===== config.mk =====
export PLATFORM = sky130hd
export DESIGN_NAME = wcd_stack_engine_flat
export DESIGN_NICKNAME = d
export VERILOG_FILES = /design/src/rtl/wcd_stack_engine_if.sv /design/src/rtl/wcd_stack_engine.sv /design/src/flat_wrapper.sv
export SDC_FILE = /design/constraint.sdc
export NUM_CORES = 1
export LEC_CHECK = 0
export BUFFER_PORTS_ARGS = -buffer_cell sky130_fd_sc_hd__buf_2
export CAP_MARGIN = 30
export CELL_PAD_IN_SITES_DETAIL_PLACEMENT = 0
export CELL_PAD_IN_SITES_GLOBAL_PLACEMENT = 1
export CORE_MARGIN = 4
export CORE_UTILIZATION = 41
export DETAILED_ROUTE_END_ITERATION = 10
export HOLD_SLACK_MARGIN = 0.02
export PLACE_DENSITY_LB_ADDON = 0.1
export SLEW_MARGIN = 5
export SYNTH_ARGS = -nofsm -noshare
export SYNTH_HDL_FRONTEND = slang
export SYNTH_SLANG_ARGS = --single-unit

===== constraint.sdc =====
create_clock -name Clk -period 4.16 [get_ports Clk]
set_input_delay 0.208 -clock Clk [delete_from_list [all_inputs] [get_ports Clk]]
set_output_delay 0.208 -clock Clk [all_outputs]
set_load 0.005 [all_outputs]

===== src/rtl/wcd_stack_engine_if.sv =====
// Command/response and stack-bus signal bundle for wcd_stack_engine.
// MAX_BYTES and LEN_W must match the parameters of the engine it is bound to.
interface wcd_stack_engine_if #(
  parameter int MAX_BYTES = 3,
  parameter int LEN_W     = 2
);
  logic                   cmd_valid;
  logic                   cmd_ready;
  logic [1:0]             cmd_op;
  logic [LEN_W-1:0]       cmd_len;
  logic [8*MAX_BYTES-1:0] cmd_wdata;
  logic                   rsp_valid;
  logic [8*MAX_BYTES-1:0] rsp_rdata;
  logic                   rsp_err;
  logic [15:0]            AB;
  logic [7:0]             DB;
  logic                   nRD;
  logic                   nWR;
  logic [7:0]             DB_IN;
  logic [7:0]             Status_SP;
  logic                   sp_wrap;

  modport slave (
    input  cmd_valid, cmd_op, cmd_len, cmd_wdata, DB_IN,
    output cmd_ready, rsp_valid, rsp_rdata, rsp_err, AB, DB, nRD, nWR, Status_SP, sp_wrap
  );

  modport master (
    output cmd_valid, cmd_op, cmd_len, cmd_wdata, DB_IN,
    input  cmd_ready, rsp_valid, rsp_rdata, rsp_err, AB, DB, nRD, nWR, Status_SP, sp_wrap
  );
endinterface


===== src/rtl/wcd_stack_engine.sv =====
// Stack-transfer engine: multi-byte push/pull against a fixed stack page, owns SP.
// state | meaning
// IDLE  | cmd_ready high, bus idle
// PUSH  | one write per byte; also a one-cycle hold for load SP / rejected commands (len_q = 0)
// PULL  | one read per byte, read data captured one cycle after its address
// DONE  | rsp_valid pulse; a new command may already be accepted here
module wcd_stack_engine #(
  parameter logic [7:0] STACK_PAGE = 8'h01,
  parameter logic [7:0] SP_RESET   = 8'hFD,
  parameter int         MAX_BYTES  = 3,
  parameter int         LEN_W      = 2
) (
  input logic               Clk,
  input logic               Rst,
  wcd_stack_engine_if.slave bus
);
  localparam int DW = 8 * MAX_BYTES;
  localparam logic [1:0] OP_PUSH = 2'b00;
  localparam logic [1:0] OP_PULL = 2'b01;
  localparam logic [1:0] OP_LOAD = 2'b10;

  typedef enum logic [1:0] {IDLE, PUSH, PULL, DONE} state_t;

  state_t           state;
  logic [7:0]       sp;
  logic             sp_wrap_q;
  logic [1:0]       op_q;
  logic [LEN_W-1:0] len_q;
  logic [LEN_W-1:0] idx;
  logic [DW-1:0]    wdata_q;
  logic             err_q;
  logic             cmd_ready_q;
  logic             rsp_valid_q;
  logic             rsp_err_q;
  logic [DW-1:0]    rsp_rdata_q;
  logic [15:0]      ab_q;
  logic [7:0]       db_q;
  logic             nrd_q;
  logic             nwr_q;

  logic             accept;
  logic             len_ok;
  logic             cmd_bus;
  logic [DW-1:0]    sel_data;
  logic [LEN_W-1:0] sel_len;
  logic [LEN_W-1:0] sel_idx;
  logic [DW-1:0]    sel_shift;
  logic [7:0]       push_byte;
  int               shift_amt;

  // The first push byte comes straight from the command; later ones from the latched copy.
  always_comb begin
    accept  = bus.cmd_valid && cmd_ready_q;
    len_ok  = (bus.cmd_len != '0) && (int'(bus.cmd_len) <= MAX_BYTES);
    cmd_bus = len_ok && ((bus.cmd_op == OP_PUSH) || (bus.cmd_op == OP_PULL));
    if (state == PUSH) begin
      sel_data = wdata_q;
      sel_len  = len_q;
      sel_idx  = idx;
    end else begin
      sel_data = bus.cmd_wdata;
      sel_len  = bus.cmd_len;
      sel_idx  = '0;
    end
    shift_amt = 8 * (int'(sel_len) - 1 - int'(sel_idx));
    if (shift_amt < 0) shift_amt = 0;
    sel_shift = sel_data >> shift_amt;
    push_byte = sel_shift[7:0];
  end

  always_ff @(posedge Clk) begin
    if (Rst) begin
      state       <= IDLE;
      sp          <= SP_RESET;
      sp_wrap_q   <= 1'b0;
      op_q        <= '0;
      len_q       <= '0;
      idx         <= '0;
      wdata_q     <= '0;
      err_q       <= 1'b0;
      cmd_ready_q <= 1'b1;
      rsp_valid_q <= 1'b0;
      rsp_err_q   <= 1'b0;
      rsp_rdata_q <= '0;
      ab_q        <= '0;
      db_q        <= '0;
      nrd_q       <= 1'b1;
      nwr_q       <= 1'b1;
    end else begin
      ab_q        <= '0;
      db_q        <= '0;
      nrd_q       <= 1'b1;
      nwr_q       <= 1'b1;
      rsp_valid_q <= 1'b0;
      case (state)
        IDLE, DONE: begin
          state <= IDLE;
          if (accept) begin
            op_q        <= bus.cmd_op;
            wdata_q     <= bus.cmd_wdata;
            rsp_rdata_q <= '0;
            rsp_err_q   <= 1'b0;
            cmd_ready_q <= 1'b0;
            idx         <= LEN_W'(1);
            err_q       <= 1'b0;
            len_q       <= bus.cmd_len;
            if (cmd_bus && (bus.cmd_op == OP_PUSH)) begin
              ab_q  <= {STACK_PAGE, sp};
              db_q  <= push_byte;
              nwr_q <= 1'b0;
              sp    <= sp - 8'd1;
              if (sp == 8'h00) sp_wrap_q <= 1'b1;
              state <= PUSH;
            end else if (cmd_bus) begin
              ab_q  <= {STACK_PAGE, sp + 8'd1};
              nrd_q <= 1'b0;
              sp    <= sp + 8'd1;
              if (sp == 8'hFF) sp_wrap_q <= 1'b1;
              state <= PULL;
            end else begin
              len_q <= '0;
              idx   <= '0;
              err_q <= (bus.cmd_op != OP_LOAD);
              state <= PUSH;
            end
          end
        end
        PUSH: begin
          if (idx == len_q) begin
            rsp_valid_q <= 1'b1;
            rsp_err_q   <= err_q;
            cmd_ready_q <= 1'b1;
            state       <= DONE;
            if ((op_q == OP_LOAD) && !err_q) begin
              sp        <= wdata_q[7:0];
              sp_wrap_q <= 1'b0;
            end
          end else begin
            ab_q  <= {STACK_PAGE, sp};
            db_q  <= push_byte;
            nwr_q <= 1'b0;
            sp    <= sp - 8'd1;
            if (sp == 8'h00) sp_wrap_q <= 1'b1;
            idx   <= idx + LEN_W'(1);
          end
        end
        PULL: begin
          // DB_IN belongs to the read driven on the previous edge (byte idx-1).
          for (int k = 0; k < MAX_BYTES; k++) begin
            if (int'(idx) == k + 1) rsp_rdata_q[8*k +: 8] <= bus.DB_IN;
          end
          if (idx == len_q) begin
            rsp_valid_q <= 1'b1;
            cmd_ready_q <= 1'b1;
            state       <= DONE;
          end else begin
            ab_q  <= {STACK_PAGE, sp + 8'd1};
            nrd_q <= 1'b0;
            sp    <= sp + 8'd1;
            if (sp == 8'hFF) sp_wrap_q <= 1'b1;
            idx   <= idx + LEN_W'(1);
          end
        end
        default: state <= IDLE;
      endcase
    end
  end

  assign bus.cmd_ready = cmd_ready_q;
  assign bus.rsp_valid = rsp_valid_q;
  assign bus.rsp_rdata = rsp_rdata_q;
  assign bus.rsp_err   = rsp_err_q;
  assign bus.AB        = ab_q;
  assign bus.DB        = db_q;
  assign bus.nRD       = nrd_q;
  assign bus.nWR       = nwr_q;
  assign bus.Status_SP = sp;
  assign bus.sp_wrap   = sp_wrap_q;
endmodule


===== src/flat_wrapper.sv =====
// flat-port wrapper written by rule: the top's interface ports become plain ports
module wcd_stack_engine_flat 
#(
  parameter logic [7:0] STACK_PAGE = 8'h01,
  parameter logic [7:0] SP_RESET   = 8'hFD,
  parameter int         MAX_BYTES  = 3,
  parameter int         LEN_W      = 2
)
  (Clk, Rst, bus_cmd_valid, bus_cmd_op, bus_cmd_len, bus_cmd_wdata, bus_DB_IN, bus_cmd_ready, bus_rsp_valid, bus_rsp_rdata, bus_rsp_err, bus_AB, bus_DB, bus_nRD, bus_nWR, bus_Status_SP, bus_sp_wrap);
  wcd_stack_engine_if #(.MAX_BYTES(MAX_BYTES), .LEN_W(LEN_W)) bus_i ();
  input logic Clk;
  input logic Rst;
  input wire logic [$bits(bus_i.cmd_valid)-1:0] bus_cmd_valid;
  input wire logic [$bits(bus_i.cmd_op)-1:0] bus_cmd_op;
  input wire logic [$bits(bus_i.cmd_len)-1:0] bus_cmd_len;
  input wire logic [$bits(bus_i.cmd_wdata)-1:0] bus_cmd_wdata;
  input wire logic [$bits(bus_i.DB_IN)-1:0] bus_DB_IN;
  output wire logic [$bits(bus_i.cmd_ready)-1:0] bus_cmd_ready;
  output wire logic [$bits(bus_i.rsp_valid)-1:0] bus_rsp_valid;
  output wire logic [$bits(bus_i.rsp_rdata)-1:0] bus_rsp_rdata;
  output wire logic [$bits(bus_i.rsp_err)-1:0] bus_rsp_err;
  output wire logic [$bits(bus_i.AB)-1:0] bus_AB;
  output wire logic [$bits(bus_i.DB)-1:0] bus_DB;
  output wire logic [$bits(bus_i.nRD)-1:0] bus_nRD;
  output wire logic [$bits(bus_i.nWR)-1:0] bus_nWR;
  output wire logic [$bits(bus_i.Status_SP)-1:0] bus_Status_SP;
  output wire logic [$bits(bus_i.sp_wrap)-1:0] bus_sp_wrap;
  assign bus_i.cmd_valid = bus_cmd_valid;
  assign bus_i.cmd_op = bus_cmd_op;
  assign bus_i.cmd_len = bus_cmd_len;
  assign bus_i.cmd_wdata = bus_cmd_wdata;
  assign bus_i.DB_IN = bus_DB_IN;
  assign bus_cmd_ready = bus_i.cmd_ready;
  assign bus_rsp_valid = bus_i.rsp_valid;
  assign bus_rsp_rdata = bus_i.rsp_rdata;
  assign bus_rsp_err = bus_i.rsp_err;
  assign bus_AB = bus_i.AB;
  assign bus_DB = bus_i.DB;
  assign bus_nRD = bus_i.nRD;
  assign bus_nWR = bus_i.nWR;
  assign bus_Status_SP = bus_i.Status_SP;
  assign bus_sp_wrap = bus_i.sp_wrap;
  wcd_stack_engine #(.STACK_PAGE(STACK_PAGE), .SP_RESET(SP_RESET), .MAX_BYTES(MAX_BYTES), .LEN_W(LEN_W)) u_core (.Clk(Clk), .Rst(Rst), .bus(bus_i));
endmodule

# Yosys cells after proc, flatten, opt, wreduce, memory -nomap -nowiden
# Index checks and enable logic that the tools add are counted.
[op_classes]
addsub = 5
magnitude_cmp = 1
eq_ne = 21
shifts = 1
n_mux = 62
bitwise_logic = 1
reduce_logical = 23
[op_table]
columns = ["cell", "n"]
rows = [
  ["8-bit two-way mux", 12],
  ["24-bit two-way mux", 2],
  ["16-bit one-hot mux with 3 select lines", 1],
  ["24-bit one-hot mux with 2 select lines", 1],
  ["32-bit by 1-bit < comparator with 1-bit output, second input constant", 1],
  ["16-bit two-way mux", 2],
  ["32-bit two-way mux", 1],
  ["24-bit by 32-bit right shift with 8-bit output", 1],
  ["29-bit by 3-bit subtractor with 29-bit output", 1],
  ["9-bit two-way mux", 3],
  ["8-bit one-hot mux with 3 select lines", 1],
  ["2-bit two-way mux", 11],
  ["1-bit two-way mux", 20],
  ["8-bit one-hot mux with 2 select lines", 1],
  ["3-bit AND reduction", 4],
  ["2-bit == test, second input constant", 5],
  ["2-bit by 1-bit != test with 1-bit output, second input constant", 5],
  ["8-bit by 1-bit adder with 8-bit output, second input constant", 1],
  ["8-bit == test, second input constant", 1],
  ["8-bit zero test", 1],
  ["2-bit != test, second input constant", 4],
  ["1-bit one-hot mux with 2 select lines", 4],
  ["2-bit one-hot mux with 2 select lines", 2],
  ["8-bit by 1-bit subtractor with 8-bit output, second input constant", 1],
  ["16 further kinds", 28],
]
[word_totals]
regBits = 95
in_bits = 39
out_inout_bits = 62
elab_cells = 132

# Logic depth before layout (Yosys ltp)
# Gate-level depths: netlist of run 1.
[logic_depth]
word_depth = 10
ltp_mapped = 15
depth_no_buf = 13

# Least setup slack after synthesis of run 1
# No wires, ideal clock.
[synth_timing]
path_kind = "reg-to-reg"
startpoint = "register u_core.state[1]"
endpoint = "register u_core.db_q[7] (netlist: u_core.bus.DB[7])"
setup_time_ns = 0.142
arrival_ns = 2.958
required_time_ns = 4.018
path_slack_ns = 1.060
path_stages_with_launch = 15
n_path_buf = 3
synth_period_minus_slack_ns = 3.100
path_cell_list = "dfxtp_1 > inv_1 > ha_1 > clkbuf_1 > clkbuf_1 > mux2i_1 > ha_1 > inv_1 > fa_1 > ha_1 > nand2b_1 > buf_1 > mux4_2 > nand2_1 > a21oi_1"
[synth_via]
elab_chain_cells = 10
elab_cells_between_ends = 16
cone_classes = "add/sub: 2; order compare: 1; eq/ne: 2; shift: 1; mux: 8; reduce/logical: 2"
[synth_lines]
columns = ["item", "line_no", "text"]
rows = [
  ["start: declaration", "wcd_stack_engine.sv:24", "state_t state;"],
  ["start signal: assignment", "wcd_stack_engine.sv:73", "state <= IDLE;"],
  ["start signal: assignment", "wcd_stack_engine.sv:97", "state <= IDLE;"],
  ["start signal: assignment", "wcd_stack_engine.sv:113", "state <= PUSH;"],
  ["2-bit by 1-bit == test with 1-bit output", "wcd_stack_engine.sv:56, wcd_stack_engine.sv:95", ""],
  ["2-bit two-way mux", "wcd_stack_engine.sv:56", "if (state == PUSH) begin"],
  ["2-bit by 1-bit subtractor with 3-bit output", "wcd_stack_engine.sv:65", "shift_amt = 8 * (int'(sel_len) - 1 - int'(sel_idx));"],
  ["29-bit by 3-bit subtractor with 29-bit output", "wcd_stack_engine.sv:65", ""],
  ["32-bit by 1-bit < comparator with 1-bit output", "wcd_stack_engine.sv:66", "if (shift_amt < 0) shift_amt = 0;"],
  ["32-bit two-way mux", "wcd_stack_engine.sv:66", ""],
  ["24-bit by 32-bit right shift with 8-bit output", "wcd_stack_engine.sv:67", "sel_shift = sel_data >> shift_amt;"],
  ["8-bit two-way mux", "wcd_stack_engine.sv:107", "if (cmd_bus && (bus.cmd_op == OP_PUSH)) begin"],
  ["8-bit two-way mux", "wcd_stack_engine.sv:98", "if (accept) begin"],
  ["8-bit one-hot mux with 2 select lines *", "wcd_stack_engine.sv:95", "case (state)"],
  ["end signal: assignment", "wcd_stack_engine.sv:109", "db_q <= push_byte;"],
  ["end signal: assignment", "wcd_stack_engine.sv:140", "db_q <= push_byte;"],
  ["end: declaration", "wcd_stack_engine.sv:37", "logic [7:0] db_q;"],
]
# Mark *: on every way between the ends. The rest lies on a longest branch, timed or not.
# A chain may end at the register's enable or synchronous reset.

# Final worst setup path of run 1
# Ends and elaborated chain as after synthesis.

==> impl_metrics.yaml, run 1 <==
sta:
  slew_headroom: 0.3774
  hold_ws_ns: 0.1082
  finalCriticalPeriod_ns: 2.978
  tightest_slew_ns: 0.9339
  finalSetupViolCount: 0
  skew_ns: 0.005108
  rsz0062_at_grt: "no"
  max_freq_ghz: 0.3358
  slew_violations: 0
  hold_violations: 0
  fin_crit_sh: 0.7159
  setup_tns_ns: 0
power_and_ir_drop:
  p_sw_frac: 0.4233
  leakagePower_uw: 0.002332
  internal_power_uw: 2398
  seqPwrFrac: 0.290
  clkPwrFrac: 0.205
  combPwrFrac: 0.505
  ir_drop_v: 0.0003585
  p_sw_uw: 1760
  pwr_density_cell_nw_per_um2: 750.5
critical_path:
  rr_startpoint: "u_core.state[1]"
  r2r_cells: 11
  cp-end-kind: "flop"
  critical_path.endpoint: "u_core.bus.DB[7]"
  reg2reg_slack_ns: 1.18
  arrival_ns: 3.25
  setup.worst_path.start: "u_core.state[1]"
  path_class: "reg2reg"
  cp-start-kind: "flop"
  cp_data_required_time_ns: 4.43
  crit_fanout: 15
  reg2reg_to: "u_core.bus.DB[7]"
final_layout:
  final_cell_mix: "buf_2, dfxtp_1, nand2_1"
  final_area_um2: 5540
  synthToLayoutAreaGrowth_pct: 17.39
  antenna_cells: 0
  finish.utilization: 0.5023
  fill_cells: 1110
  layout-drive-gt1-share: 0.2263
  final_common_cell: "buf_2"
  instances_no_fill: 772
  nNetsFinal: 684
floorplanning:
  rows: 38
  ios: 101
  design.core.area_um2: 11030
  die_h_um: 115.3
  start_util: 0.4279
  fp.dieW_um: 115.3
  dieArea_um2: 13290
grt:
  grtUsageMet3: 0.06632
  grt_busiest_layer: "met2"
  grt_util_met1: 0.2758
  grt_pass1_wl_um: 21830
  met2_usage: 0.3318
  antenna_found_initial: 0
  grt.overflow.total: 0
  grt_pass1_vias: 4145
  grt_max_degree: 33
  track_usage: 0.2117
synth:
  yosys_warnings: 0
  synth_area_um2: 4720
  avgSynthCellArea_um2: 8.504
  ys.flop_type: "dfxtp_1"
  synth_cell_types: 60
  async_reset_ff_frac: 0
  yosysSeqAreaShare: 0.3733
  ys_ff_latch: 88
  netlist_instances: 555
  synth_edf_count: 0
status:
  status: "finished, final reports clean"
hold_path:
  worstHoldPathType: "in2reg"
cts:
  ctsResizeCount: 0
  post_cts_buffers: 0
  ctsHoldBuffers: 0
  cts_buffer_depth: 2
  clockRootBuffer: "clkbuf_16"
  cts.clk_slew.worst_paths_ns: 0.06
  ctsHtreeMaxLevel: 3
  cts_tree: "yes"
  numClockSinks: 88
  clk_latency_ns: 0.35
  numCtsBuffers: 9
placed_design:
  place_area_um2: 5236
  placed_cells: 757
  port_buffers: 93
  place_congestion: 0.8418
  dp_hpwl_um: 9758
detailed_routing:
  routed_via_density: 5.551
  dr.pass1.iters: 5
  drtIter0Drc: 368
  ant_nets: 0
  vias: 4285
  wirelength_um: 13570
  wl_per_cell_um: 17.58
  drc: 0
job:
  cap_violations: 0
registers in the layout (all words and copies together) (netlist names), 2 cells and up:
signal / count
u_core.bus.rsp_rdata: 24
u_core.wdata_q: 24
u_core.bus.AB: 9
u_core.bus.DB: 8
u_core.bus.Status_SP: 8
u_core.idx: 2
u_core.len_q: 2
u_core.op_q: 2
u_core.state: 2
critical path: stages, from the launching register on:
cell and delay (ns):
dfxtp_1 0.33, inv_1 0.10, ha_1 0.48, and2_1 0.20
ha_1 0.13, inv_1 0.06, fa_1 0.38, ha_1 0.27
nand3b_1 0.15, o31ai_1 0.26, o211ai_1 0.32, a21oi_1 0.22
final cells by class:
cell class              count  area, um2  area share
multi-input cells         414       2716      0.4903
flip-flops and latches     88       1762      0.3180
repair buffers             99      523.0     0.09440
clock buffers              12      236.5     0.04268
well taps                 140      175.2     0.03162
clock inverters             3      67.56     0.01220
inverters                  16      60.06     0.01084
power by group through the flow:
stage,clock (uW),combinational (uW),sequential [uW]
finish,853,2100,1200
global route,910,2340,1230
CTS,877,2110,1200
detailed placement,0,2100,1220
global placement,0,2060,1210
floorplan,0,1630,1140
worst min path at each step:
| stage | startpoint | to | slack (ns) | depth (start not counted) |
|---|---|---|---|---|
| floorplan | bus_cmd_op[1] | u_core.op_q[1] | 0.34 | 2 |
| finish | bus_cmd_wdata[21] | u_core.wdata_q[21] | 0.11 | 3 |
| CTS | bus_cmd_wdata[9] | u_core.wdata_q[9] | 0.1 | 3 |
| global placement | u_core.wdata_q[9] | u_core.wdata_q[9] | 0.44 | 2 |
| global route | bus_cmd_wdata[18] | u_core.wdata_q[18] | 0.10 | 3 |
| detailed placement | u_core.wdata_q[12] | u_core.wdata_q[12] | 0.45 | 2 |
cell families after synthesis:
family | synth area share
muxes | 0.1233
adders and majority gates | 0.04666
xor gates and xnor gates | 0.03473
buffers and inverters | 0.05594
other | 0.0007946
AOI/OAI and AO/OA | 0.1718
DFF | 0.3733
and+or+nand+nor | 0.1935
stage by stage:
| step | setup slack, ns | power [uW] |
|---|---|---|
| 3_3_place_gp | 1.393 | 3274 |
| 3_5_place_dp | 1.204 | 3316 |
| 5_1_grt | 0.9009 | 4481 |
| 2_1_floorplan | 1.060 | 2761 |
| 4_1_cts | 1.188 | 4188 |
| 6_report | 1.182 | 4158 |
layer usage:
layer,up-vias,routed length [um]
met5,-,0
li1,2071,-
met2,176,6261
met3,27,1050
met1,2011,5979
met4,0,283
Yosys cell counts, types with 5 or more instances:
master | n | area share
clkbuf_1 | 26 | 0.021
buf_2 | 7 | 0.0074
o21ai_0 | 22 | 0.023
a31oi_1 | 6 | 0.0080
xnor2_1 | 11 | 0.020
a211oi_1 | 7 | 0.011
and2_1 | 14 | 0.019
nand3_1 | 13 | 0.014
buf_4 | 7 | 0.011
a22oi_1 | 11 | 0.017
nor2_1 | 59 | 0.047
inv_1 | 15 | 0.012
nand2_1 | 72 | 0.057
nor3_1 | 11 | 0.012
a21oi_1 | 47 | 0.050
ha_1 | 16 | 0.042
dfxtp_1 | 88 | 0.37
mux2i_1 | 30 | 0.064
o31ai_1 | 5 | 0.0080
mux4_2 | 8 | 0.038
mux2_2 | 9 | 0.021
Note: power is estimated with default switching activity, not from simulation.
==> run 2: changes to the inputs <==
- CORE_UTILIZATION: 41 -> 37
- clock period: 4.16 -> 2.5 ns (I/O delays scaled with it)
==> impl_metrics.yaml, run 2 (same netlist as run 1, synthesis figures left out) <==
critical_path:
  arrival_ns: 2.72
  reg2reg_slack_ns: 0.01
  path_class: "reg2reg"
  crit_fanout: 4
  cp_data_required_time_ns: 2.74
  cp-start-kind: "flop"
  cp-end-kind: "flop"
sta:
  skew_ns: 0.003921
  worst_slack_ns: 0.01278
  finalSetupViolCount: 0
  tightest_slew_ns: 0.6425
  finalCriticalPeriod_ns: 2.487
  fin_crit_sh: 0.9949
  max_freq_ghz: 0.4021
  hold_violations: 0
  rsz0062_at_grt: "yes"
  slew_headroom: 0.5712
  slew_violations: 0
floorplanning:
  design.core.area_um2: 12260
  ios: 101
  fp.dieW_um: 120.9
  rows: 40
  die_h_um: 120.9
  dieArea_um2: 14630
  start_util: 0.3849
placed_design:
  port_buffers: 93
  place_congestion: 0.8152
  dp_hpwl_um: 10630
  place_area_um2: 5508
  pre_cts_ws_ns: -0.09698
  placed_cells: 812
final_layout:
  antenna_cells: 0
  final_common_cell: "buf_2"
  final_area_um2: 5931
  synthToLayoutAreaGrowth_pct: 25.66
  instances_no_fill: 835
  layout-drive-gt1-share: 0.2909
  nNetsFinal: 718
  finish.utilization: 0.4837
  final_cell_mix: "buf_2, dfxtp_1, nand2_1"
detailed_routing:
  wirelength_um: 14290
  wl_per_cell_um: 17.11
  routed_via_density: 5.260
  ant_nets: 0
  dr.pass1.iters: 5
  drc: 0
  vias: 4392
  drtIter0Drc: 248
status:
  status: "finished, final reports clean"
grt:
  grt_pass1_vias: 4339
  grt.overflow.total: 0
  grt_pass1_wl_um: 23050
  antenna_found_initial: 0
  grt_max_degree: 27
  track_usage: 0.1991
cts:
  cts.clk_slew.worst_paths_ns: 0.06
  numCtsBuffers: 9
  cts_buffer_depth: 2
  clk_latency_ns: 0.34
  cts_tree: "yes"
  numClockSinks: 88
  ctsHtreeMaxLevel: 3
  clockRootBuffer: "clkbuf_16"
power_and_ir_drop:
  leakagePower_uw: 0.002521
  pwr_density_cell_nw_per_um2: 1259
  total_power_uw: 7465
  ir_drop_v: 0.0004713
job:
  cap_violations: 0
hold_path:
  worstHoldPathType: "in2reg"
-- run 2: cell count changes in the layout (fill, tap and decap cells not counted), sizes merged --
cell         delta
buf            +30
dlygate4sd3     +4
clkinv          +2
bufinv          -1
clkinvlp        -1
inv             +1
-- run 2: layout make-up --
| class | instances | area (um2) |
|---|---|---|
| fill | 1229 | 6331 |
| multi-input combinational | 414 | 2809 |
| sequential | 88 | 1764 |
| timing repair buffer | 133 | 788.3 |
| clock buffer | 12 | 246.5 |
| tap | 168 | 210.2 |
| inverter | 16 | 60.06 |
| clock inverter | 4 | 52.55 |
-- run 2: power by group --
group | switching (uW) | internal [uW]
Combinational | 2290 | 1830
Sequential | 274 | 1700
Clock | 568 | 807
Total | 3130 | 4330
-- run 2: stage by stage --
stage	hold slack [ns]	setup TNS, ns
floorplan	0.2610	-0.7355
finish	0.03473	0
global route	0.03701	-1.014
detailed placement	0.3838	-0.4503
global placement	0.3749	0
CTS	0.02316	-0.01092
-- run 2: final timing paths --
| check | cells past startpoint | endpoint | from |
|---|---|---|---|
| min reg2reg | 2 | u_core.wdata_q[22] | u_core.wdata_q[22] |
| min | 3 | u_core.wdata_q[17] | bus_cmd_wdata[17] |
| max | 10 | u_core.bus.DB[5] | u_core.state[1] |
| max reg2reg | 10 | u_core.bus.DB[5] | u_core.state[1] |
-- run 2: worst max-delay path, cell delays in order (launching register included) --
cell and delay, ns:
dfxtp_2 0.33, inv_2 0.05, ha_4 0.17, mux2i_2 0.15, ha_1 0.30, inv_2 0.06, fa_2 0.57, and2_4 0.17
mux4_2 0.32, a22oi_2 0.19, nor2_2 0.05
-- run 2: repair_timing --
action,in CTS,in global routing
resized for setup,6,7
pin swaps,5,3
cloned,0,0
hold endpoints to repair,4,0
hold buffers,4,0
buffers inserted,3,0
setup endpoints to repair,8,8
-- run 2: routing by layer --
metal  global-route usage  share of wire  up-vias
li1                     -              -     2154
met1               0.2698           0.47     2085
met2               0.3154           0.46      139
met3              0.03776          0.059       14
met4              0.07224          0.017        0
met5                    0              0        -
==> run 3: changes to the inputs <==
- CORE_MARGIN: 4 -> default
==> impl_metrics.yaml, run 3 (same netlist as run 1, synthesis figures left out) <==
cts:
  cts.clk_slew.worst_paths_ns: 0.06
  ctsHtreeMaxLevel: 3
  cts_buffer_depth: 2
  clockRootBuffer: "clkbuf_16"
  numClockSinks: 88
  numCtsBuffers: 9
  cts_tree: "yes"
  clk_latency_ns: 0.35
grt:
  grt_max_degree: 33
  antenna_found_initial: 0
  track_usage: 0.2188
  grt_pass1_wl_um: 21760
  grt_pass1_vias: 4154
  grt.overflow.total: 0
floorplanning:
  design.core.area_um2: 12210
  die_h_um: 114.9
  rows: 40
  fp.dieW_um: 114.9
  start_util: 0.3865
  dieArea_um2: 13210
  ios: 101
final_layout:
  antenna_cells: 0
  synthToLayoutAreaGrowth_pct: 27.70
  final_area_um2: 6027
  final_cell_mix: "buf_2, dfxtp_1, nand2_1"
  nNetsFinal: 724
  final_common_cell: "buf_2"
  fill_cells: 1233
  layout-drive-gt1-share: 0.2902
detailed_routing:
  wirelength_um: 14000
  drc: 0
  routed_via_density: 5.258
  wl_per_cell_um: 16.67
  vias: 4417
  drtIter0Drc: 320
  dr.pass1.iters: 5
  ant_nets: 0
status:
  status: "complete, but fails checks"
  violations: "setup timing"
job:
  cap_violations: 0
placed_design:
  pre_cts_ws_ns: -0.04810
  place_area_um2: 5528
  dp_hpwl_um: 10050
  port_buffers: 93
  place_congestion: 0.8585
sta:
  hold_violations: 0
  fin_crit_sh: 1.009
  slew_headroom: 0.5783
  finalSetupViolCount: 5
  skew_ns: 0.007213
  rsz0062_at_grt: "yes"
  worst_slack_ns: -0.02260
  hold_ws_ns: 0.02948
  max_freq_ghz: 0.3964
  finalCriticalPeriod_ns: 2.523
  slew_violations: 0
  tightest_slew_ns: 0.6302
power_and_ir_drop:
  leakagePower_uw: 0.002554
  ir_drop_v: 0.0005901
  total_power_uw: 7617
  pwr_density_cell_nw_per_um2: 1264
critical_path:
  cp-end-kind: "flop"
  arrival_ns: 2.81
  cp-start-kind: "flop"
  cp_data_required_time_ns: 2.78
  crit_fanout: 7
  path_class: "reg2reg"
hold_path:
  worstHoldPathType: "in2reg"
==> run 3: path summary, 6_finish.rpt <==
kind                                   startpoint                 end  slack, ns  cells past startpoint
worst max register to register    u_core.state[1]    u_core.bus.DB[4]      -0.02                     12
worst max-delay path              u_core.state[1]    u_core.bus.DB[4]      -0.02                     12
worst min-delay path            bus_cmd_wdata[12]  u_core.wdata_q[12]       0.03                      3
worst min register to register     u_core.op_q[0]      u_core.op_q[0]       0.45                      2
==> run 3: layer usage <==
| layer | up-vias | track usage | share of wire |
|---|---|---|---|
| li1 | 2146 | - | - |
| met5 | - | 0 | 0 |
| met2 | 138 | 0.3530 | 0.47 |
| met3 | 21 | 0.06695 | 0.061 |
| met1 | 2112 | 0.2786 | 0.45 |
| met4 | 0 | 0.07186 | 0.020 |
==> run 3: report_power, final <==
group	switching, uW	internal [uW]
clock network	562	897
logic	2330	1880
registers	251	1700
total	3150	4470
==> run 3: cell type report <==
| class | instances | area, um2 | area share |
|---|---|---|---|
| multi-input combinational | 414 | 2811 | 0.4665 |
| timing repair buffer | 139 | 860.8 | 0.1428 |
| clock inverter | 5 | 81.33 | 0.01349 |
| inverter | 16 | 60.06 | 0.009965 |
| sequential | 88 | 1764 | 0.2927 |
| tap | 168 | 210.2 | 0.03488 |
| clock buffer | 10 | 239.0 | 0.03965 |
==> run 3: through the flow <==
step	utilization	instances	TNS, ns
2_1_floorplan	-	561	-0.7355
3_3_place_gp	0.4527	813	0
3_5_place_dp	0.4527	813	-0.2804
4_1_cts	0.4909	840	-0.03092
5_1_grt	0.4935	840	-1.004
6_report	0.4935	840	-0.07160
==> run 3: timing repair <==
action / in CTS / in global routing
resized for setup: 9 / 5
setup endpoints to repair: 8 / 8
hold buffers: 10 / 0
pin swaps: 9 / 4
setup buffers: 2 / 0
endpoints found under the hold margin: 10 / 0
==> run 3: critical path, cell delays in order (launching register included) <==
cell and delay, ns:
dfxtp_2 0.33, inv_2 0.05, ha_4 0.17, mux2i_4 0.18, ha_1 0.29, inv_2 0.06
fa_2 0.37, ha_4 0.22, nand3b_1 0.16, o31ai_2 0.18, o211ai_1 0.14, buf_4 0.19
nor2_1 0.10
